`src/rtl/pes_r2_4bm_pkg.sv`:
```
// pes_r2_4bm_pkg: shared types, widths and helpers for the multiplier sequencer/accumulator
package pes_r2_4bm_pkg;
   localparam int PROD_W = 8;
   localparam int OPND_W = 4;
   typedef enum logic [2:0] {IDLE, MRST, MLOAD, RUN, CAPT, OUT} state_t;
   function automatic logic [31:0] sext_prod(input logic [PROD_W-1:0] p);
      return {{(32-PROD_W){p[PROD_W-1]}}, p};
   endfunction
endpackage

```
`src/rtl/pes_acc_sat_chk.sv`:
```
// pes_acc_sat_chk: wrapping W-bit adder with signed-overflow detect
module pes_acc_sat_chk #(
   parameter int W = 16
) (
   input  logic [W-1:0] a,
   input  logic [W-1:0] b,
   output logic [W-1:0] sum,
   output logic         ovf
);
   assign sum = a + b;
   assign ovf = (a[W-1] == b[W-1]) && (sum[W-1] != a[W-1]);
endmodule

```
`src/rtl/pes_r2_4bm_mac.sv`:
```
// pes_r2_4bm_mac: sequences pes_r2_4bm per operand pair and accumulates signed products
module pes_r2_4bm_mac
   import pes_r2_4bm_pkg::*;
#(
   parameter int ACC_W     = 16,
   parameter int MUL_STEPS = 4
) (
   input  logic              clk,
   input  logic              reset,
   input  logic              in_valid,
   output logic              in_ready,
   input  logic [OPND_W-1:0] in_m,
   input  logic [OPND_W-1:0] in_q,
   input  logic              in_last,
   output logic              mul_reset,
   output logic              mul_load,
   output logic [OPND_W-1:0] mul_m,
   output logic [OPND_W-1:0] mul_q,
   input  logic [PROD_W-1:0] mul_p,
   output logic              out_valid,
   input  logic              out_ready,
   output logic [ACC_W-1:0]  acc_out,
   output logic              acc_ovf
);
   localparam int CW = (MUL_STEPS > 1) ? $clog2(MUL_STEPS) : 1;
   state_t state, state_nx;
   logic [CW-1:0] cnt;
   logic [OPND_W-1:0] m_r, q_r;
   logic last_r;
   logic [ACC_W-1:0] acc, addend, sum;
   logic ovf, add_ovf;
   assign addend    = ACC_W'(sext_prod(mul_p));
   assign in_ready  = state == IDLE;
   assign out_valid = state == OUT;
   assign mul_reset = reset | (state == MRST);
   assign mul_load  = state == MLOAD;
   assign mul_m     = m_r;
   assign mul_q     = q_r;
   assign acc_out   = acc;
   assign acc_ovf   = ovf;
   pes_acc_sat_chk #(.W(ACC_W)) u_add (
      .a(acc),
      .b(addend),
      .sum(sum),
      .ovf(add_ovf)
   );
   // next-state: one pass through reset/load/run/capture per pair, OUT holds until taken
   always_comb begin
      state_nx = state;
      case (state)
         IDLE:    state_nx = in_valid ? MRST : IDLE;
         MRST:    state_nx = MLOAD;
         MLOAD:   state_nx = RUN;
         RUN:     state_nx = (cnt == CW'(MUL_STEPS - 1)) ? CAPT : RUN;
         CAPT:    state_nx = last_r ? OUT : IDLE;
         OUT:     state_nx = out_ready ? IDLE : OUT;
         default: state_nx = IDLE;
      endcase
   end
   // state, operand latch, run counter and accumulator; the result clears once handed off
   always_ff @(posedge clk) begin
      if (reset) begin
         state  <= IDLE;
         cnt    <= '0;
         m_r    <= '0;
         q_r    <= '0;
         last_r <= 1'b0;
         acc    <= '0;
         ovf    <= 1'b0;
      end else begin
         state <= state_nx;
         if (state == IDLE && in_valid) begin
            m_r    <= in_m;
            q_r    <= in_q;
            last_r <= in_last;
         end
         if (state == MLOAD) cnt <= '0;
         if (state == RUN) cnt <= cnt + 1'b1;
         if (state == CAPT) begin
            acc <= sum;
            ovf <= ovf | add_ovf;
         end
         if (state == OUT && out_ready) begin
            acc <= '0;
            ovf <= 1'b0;
         end
      end
   end
endmodule

```
`config.mk`:
```
export PLATFORM = sky130hd
export DESIGN_NAME = pes_r2_4bm_mac
export DESIGN_NICKNAME = d
export VERILOG_FILES = /design/src/rtl/pes_r2_4bm_pkg.sv /design/src/rtl/pes_acc_sat_chk.sv /design/src/rtl/pes_r2_4bm_mac.sv
export SDC_FILE = /design/constraint.sdc
export NUM_CORES = 1
export LEC_CHECK = 0
export ABC_AREA = 1
export CELL_PAD_IN_SITES_DETAIL_PLACEMENT = 1
export CELL_PAD_IN_SITES_GLOBAL_PLACEMENT = 2
export CORE_ASPECT_RATIO = 0.9
export CORE_MARGIN = 3
export CORE_UTILIZATION = 25
export CTS_BUF_LIST = sky130_fd_sc_hd__clkbuf_16
export CTS_CLUSTER_SIZE = 12
export DETAILED_ROUTE_END_ITERATION = 12
export PLACE_DENSITY = 0.86
export SLEW_MARGIN = 20
export SYNTH_ARGS = -nofsm -noshare
export SYNTH_HDL_FRONTEND = slang
export SYNTH_HIERARCHICAL = 1
export SYNTH_SLANG_ARGS = --single-unit
export TNS_END_PERCENT = 10
```
`constraint.sdc`:
```
create_clock -name clk -period 3.7 [get_ports clk]
set_input_delay 0.555 -clock clk [delete_from_list [all_inputs] [get_ports clk]]
set_output_delay 0.555 -clock clk [all_outputs]
set_load 0.03 [all_outputs]
```
==> out/summary.md, run 1 <==
• **net switching component of the power** 283.6 µW
• **initial cell density of the core** 26.05%
• **register area share after synthesis** 27.42%
• **die extent in y** 96.27 µm
• **arrival time at the worst endpoint** 2100 ps
• **Port Buf Inserts** 49
• **P per Cell Area** 320.9 nW/µm²
• **worst hold path type** reg -> reg
• **number of nets in the finished design** 443
• **cell internal power dissipation** 669.6 µW
• **number of filler instances in the final layout** 1134
• **hold_ws** 457.0 ps
• **Post-Route Skew** 5.809 ps
• **Die Footprint** 10230 µm²
• **area of the placeable core** 8688 µm²
• **post-DR vias/cell** 4.185
• **peak supply drop** 0.0001777 V
• **switching part of the total power** 29.75%
• **residual DRC count** 0
• **Max Fclk** 376.5 MHz
• **type of destination of the critical path** output port
• **static leakage** 0.001461 µW
• **number of buffers added for setup after CTS** 0
• **number of sinks handled by clock tree synthesis** 31
• **area grow syn2layout** 31.23%
• **Final period util** 71.78%
• **number of global-route vias before repair** 2273
• **worst-case clock buffer depth** 2
• **CP startpoint** reset
• **Combinational Power Share** 18.3%
• **post-synthesis sequential element count** 31
• **unrepaired setup endpoints after global routing** false
• **Synth cell types** 31
• **clock root buffer** sky130_fd_sc_hd__clkbuf_16
• **most common cell in the netlist** sky130_fd_sc_hd__nand2_1
• **max-slew violation total from the final report** 0
• **number of clock buffers inserted by TritonCTS** 5
• **sequential share of power** 38.1%
• **final worst setup slack** 1044 ps
• **number of hold-slack violations in the final timing report** 0
• **hold-fix buffer count after cts** 0
• **min Tclk post-route** 2656 ps
• **global route total overflow** 0
• **overall routing resource usage** 12.98%
• **first-pass GRT wire length** 10650 µm
• **count of pins on the block boundary** 50
• **antenna diode instance count** 0
• **worst-case setup slack after placement** 1028 ps
• **fraction of synthesis flops using an asynchronous set or reset pin** 0%
• **net count of the mapped netlist** 395
• **share of post-route cells with drive strength above 1** 7.143%
• **htree depth** 2
• **total negative slack for setup checks** 0 ps
• **final HPWL from detailed placement** 4666 µm
• **Avg WL per Cell** 11.57 µm
• **detailed-router iteration count before antenna repair** 4
• **clock transition at the registers of the reported paths** 60 ps
• **DIE WIDTH** 106.3 µm
• **post_cts resized** 0
• **total of max-cap violations** 0
• **floorplan row count** 32
• **Iter 0 DRT Violations** 53
• **number of cells produced by synthesis** 357
• **maximum number of pins on one net before global-route repair** 20
• **most common library cells after synthesis** 138 x sky130_fd_sc_hd__nand2_1, 51 x sky130_fd_sc_hd__inv_1, 36 x sky130_fd_sc_hd__nor2_1
• **share of the synthesized area in the top cell type** 27.42%
• **clock network fraction of design power** 43.6%
• **FF+latch area** 620.6 µm²
• **top cell type by total area after synthesis** sky130_fd_sc_hd__dfxtp_1
• **Worst Path Max Fanout** 13
• **main flop type after synthesis** sky130_fd_sc_hd__dfxtp_1
• **placer congestion estimate** 0.7946
• **source-to-sink clock delay at the later pin of the worst-skew pair** 280 ps
• **setup violation total in the final timing report** 0
• **detailed-route via count** 2197
• **sum of routed wire length over all layers** 6076 µm
• **multi-input combinational cell area** 1350 µm²
• **mapped cell area** 2263 µm²
• **worst endpoint required time** 3140 ps
• **worst min-delay path startpoint** acc_ovf$_SDFFE_PP0N_
• **number of warnings issued by yosys** 6
• **type of element launching the critical path** input pin
• **EDFF count, synth** 0
• **slew at the pin with the worst max-slew slack** 612.0 ps
• **antenna violations before repair** 0
• **worst slew margin relative to its limit** 59.04%
• **number of nets with antenna violations after routing** 0
• **TritonCTS clock tree** built
• **cells taking the most area after synthesis** sky130_fd_sc_hd__dfxtp_1 27%, sky130_fd_sc_hd__nand2_1 23%, sky130_fd_sc_hd__ha_1 8.8%
• **RR Startpoint** acc_out[0]$_SDFFE_PP0N_
• **average footprint of a synthesized cell** 6.340 µm²
• **result of the run** complete, no violations
• **type of the setup path with the least slack** in -> out
==> sequential cells by signal, summed over array words and instances (netlist names) <==
signal and cells:
state 3, mul_q 4, acc_out 16, last_r 1
acc_ovf 1, cnt 2, mul_m 4
==> layout make-up <==
type,instances,area share (%)
Tap cell,119,5.013
Clock inverter,3,0.6740
Multi-Input combinational cell,262,45.45
Sequential cell,31,20.89
Clock buffer,5,4.212
Inverter,56,7.245
Timing Repair Buffer,49,16.51
==> critical path, stage by stage <==
cell and delay, ps:
sky130_fd_sc_hd__clkdlybuf4s50_1 520, sky130_fd_sc_hd__inv_1 220, sky130_fd_sc_hd__nand2_1 130, sky130_fd_sc_hd__clkdlybuf4s50_1 670
==> per-layer routing <==
metal / vias to the layer above / global-route usage (%) / part of all wire, %
met5: - / 0 / 0
met4: 0 / 3.236 / 0.48
met3: 2 / 3.555 / 5.0
met2: 33 / 22.20 / 46
met1: 972 / 16.26 / 49
li1: 1190 / - / -
==> through the flow <==
stage | std cells | cell area [µm²] | total power (µW) | utilization, %
finish | 525 | 2970 | 953.2 | 34.19
global placement | 517 | 2825 | 543.5 | 32.52
CTS | 525 | 2970 | 973.1 | 34.19
global route | 525 | 2970 | 1009 | 34.19
floorplan | 357 | 2263 | 482.4 | -
detailed placement | 517 | 2825 | 545.4 | 32.52
==> power by group through the flow <==
| stage | clock network [µW] | registers [µW] | logic (µW) |
|---|---|---|---|
| finish | 416 | 363 | 174 |
| global route | 448 | 364 | 197 |
| CTS | 433 | 363 | 177 |
| detailed placement | 0 | 370 | 176 |
| global placement | 0 | 370 | 173 |
| floorplan | 0 | 380 | 102 |
==> final timing paths <==
| path | to | slack (ps) | depth (start not counted) |
|---|---|---|---|
| setup / recovery | mul_reset | 1040 | 4 |
| hold / removal | acc_ovf$_SDFFE_PP0N_ | 460 | 2 |
| setup reg to reg | acc_out[14]$_SDFFE_PP0N_ | 1860 | 12 |
| hold reg to reg | acc_ovf$_SDFFE_PP0N_ | 460 | 2 |
==> cells by family (layout without fill, tap and decap cells) <==
family | count (synthesis) | in the layout | synth area share (%)
flip-flops | 31 | 31 | 27.42
AND/OR/NAND/NOR | 211 | 211 | 40.58
XOR/XNOR | 7 | 7 | 2.709
adder cells (fa/ha/maj) | 17 | 17 | 9.729
buffers and inverters | 64 | 113 | 12.93
AO/OA/AOI/OAI | 27 | 27 | 6.634
==> cells in the final DEF, fill, tap and decap left out, drive strengths merged, types with 6 or more instances in the layout <==
cell and n:
a21oi 26, clkdlybuf4s50 49, dfxtp 31, ha 16
inv 56, nand2 145, nand3 16, nor2 37
xor2 6
No activity file was read; power rests on OpenSTA's default activity.
==> run 2: changes to the inputs <==
==> constraint.sdc (replaced) <==
create_clock -name clk -period 2.5 [get_ports clk]
set_input_delay 0.375 -clock clk [delete_from_list [all_inputs] [get_ports clk]]
set_output_delay 0.375 -clock clk [all_outputs]
set_load 0.03 [all_outputs]
==> run 2 against run 1 <==
Sequential power up 48%. Via count up 2.5%. Hold slack better by 6.9 ps. Clock power up 47%. Routed wire length up 1.5%. Cell count up 0.19%. Global-route usage down 0.15 points. First-iteration DRC count down 3.8%. Critical path depth up 1. Critical endpoint unchanged. Largest cell class unchanged. Largest power group unchanged.
==> out/summary.md, run 2 (synthesized netlist as in run 1, its figures left out) <==
• **post-route cell area** 2978 µm²
• **final worst setup slack** 219.6 ps
• **worst endpoint required time** 2120 ps
• **static leakage** 0.001465 µW
• **number of nets with antenna violations after routing** 0
• **worst-case clock buffer depth** 2
• **maximum number of pins on one net before global-route repair** 20
• **Die Footprint** 10230 µm²
• **Max Fclk** 438.5 MHz
• **antenna violations before repair** 0
• **area of the placeable core** 8688 µm²
• **antenna diode instance count** 0
• **post-DR vias/cell** 4.283
• **placer congestion estimate** 0.8263
• **number of filler instances in the final layout** 1163
• **Port Buf Inserts** 49
• **number of hold-slack violations in the final timing report** 0
• **Worst Path Max Fanout** 8
• **Avg WL per Cell** 11.73 µm
• **final core occ** 34.27%
• **Iter 0 DRT Violations** 51
• **clock root buffer** sky130_fd_sc_hd__clkbuf_16
• **residual DRC count** 0
• **leading cell type in the layout, fill and taps excluded** sky130_fd_sc_hd__nand2_1
• **die extent in y** 96.27 µm
• **post_cts resized** 0
• **detailed-route via count** 2253
• **Placement Cell Area** 2833 µm²
• **slew at the pin with the worst max-slew slack** 557.8 ps
• **CP startpoint** state[0]$_SDFF_PP0_
• **type of element launching the critical path** register
• **peak supply drop** 0.0002377 V
• **setup violation total in the final timing report** 0
• **initial cell density of the core** 26.05%
• **top library cells by usage in the layout, fill and taps aside** 138 x sky130_fd_sc_hd__nand2_1, 51 x sky130_fd_sc_hd__inv_1, 49 x sky130_fd_sc_hd__clkdlybuf4s50_1, 36 x sky130_fd_sc_hd__nor2_1, 31 x sky130_fd_sc_hd__dfxtp_1
• **P per Cell Area** 472.8 nW/µm²
• **multi-input combinational cell area** 1350 µm²
• **result of the run** complete, no violations
• **max FFs per register** 16
• **RR Startpoint** acc_out[0]$_SDFFE_PP0N_
• **DP Cell Count** 518
• **type of destination of the critical path** output port
• **worst-case setup slack after placement** 25.00 ps
• **global route total overflow** 0
• **number of buffers added for setup after CTS** 0
• **floorplan row count** 32
• **clock transition at the registers of the reported paths** 60 ps
• **cell count of the worst hold path** 2
• **worst min-delay path startpoint** acc_ovf$_SDFFE_PP0N_
• **detailed-router iteration count before antenna repair** 4
• **unrepaired setup endpoints after global routing** false
• **arrival time at the worst endpoint** 1910 ps
• **share of post-route cells with drive strength above 1** 7.371%
• **count of pins on the block boundary** 50
• **min Tclk post-route** 2280 ps
• **hold-fix buffer count after cts** 0
• **total negative slack for setup checks** 0 ps
• **worst slew margin relative to its limit** 62.68%
• **final HPWL from detailed placement** 4733 µm
• **htree depth** 2
• **number of cells traversed by the worst register-to-register path** 12
• **first-pass GRT wire length** 10620 µm
• **max-slew violation total from the final report** 0
• **final non-filler cell total** 526
• **type of the setup path with the least slack** reg -> out
• **area grow syn2layout** 31.56%
• **number of nets in the finished design** 444
• **source-to-sink clock delay at the later pin of the worst-skew pair** 280 ps
• **TritonCTS clock tree** built
• **overall routing resource usage** 12.83%
• **Post-Route Skew** 6.495 ps
• **worst hold path type** reg -> reg
• **DIE WIDTH** 106.3 µm
• **sum of routed wire length over all layers** 6169 µm
• **number of sinks handled by clock tree synthesis** 31
• **FF+latch area** 620.6 µm²
• **number of global-route vias before repair** 2389
• **total of max-cap violations** 0
• **Final period util** 91.21%
• **number of clock buffers inserted by TritonCTS** 5
==> run 2: cell count changes in the layout (fill, tap and decap cells not counted), sizes merged <==
cell	delta
buf	+1
==> run 2: final cells by class <==
class | count | share of cell area (%)
Inverter | 56 | 7.227
Sequential cell | 31 | 20.84
Timing Repair Buffer | 50 | 16.72
Clock inverter | 3 | 0.6723
Clock buffer | 5 | 4.202
Tap cell | 119 | 5.000
Multi-Input combinational cell | 262 | 45.34
==> run 2: through the flow <==
stage	total power [µW]	hold slack [ps]
finish	1408	463.9
global route	1494	501.7
CTS	1443	465.9
detailed placement	809.1	454.1
global placement	804.2	444.4
floorplan	713.9	441.8
==> run 2: critical path, stage by stage (launching register included) <==
cell and delay (ps):
sky130_fd_sc_hd__dfxtp_1 570, sky130_fd_sc_hd__inv_1 110, sky130_fd_sc_hd__nor3_1 140, sky130_fd_sc_hd__inv_1 70, sky130_fd_sc_hd__nand2_1 60, sky130_fd_sc_hd__clkdlybuf4s50_1 660
==> run 2: where the power goes <==
group | internal (µW) | switching, µW | total, µW
clock | 367 | 244 | 611
sequential | 515 | 22.0 | 537
combinational | 110 | 149 | 260
total | 992 | 416 | 1410
==> run 2: path summary, 6_finish.rpt <==
check,endpoint,slack (ps)
max,mul_reset,220
min,acc_ovf$_SDFFE_PP0N_,460
max reg2reg,acc_out[14]$_SDFFE_PP0N_,680
min reg2reg,acc_ovf$_SDFFE_PP0N_,460
==> run 2: layer usage <==
metal  GRT usage [%]  up-vias  wire (µm)
li1                -     1187          -
met3           3.353        4        300
met5               0        -          0
met1           14.76     1025       2949
met2           23.79       37       2880
met4           3.236        0         38
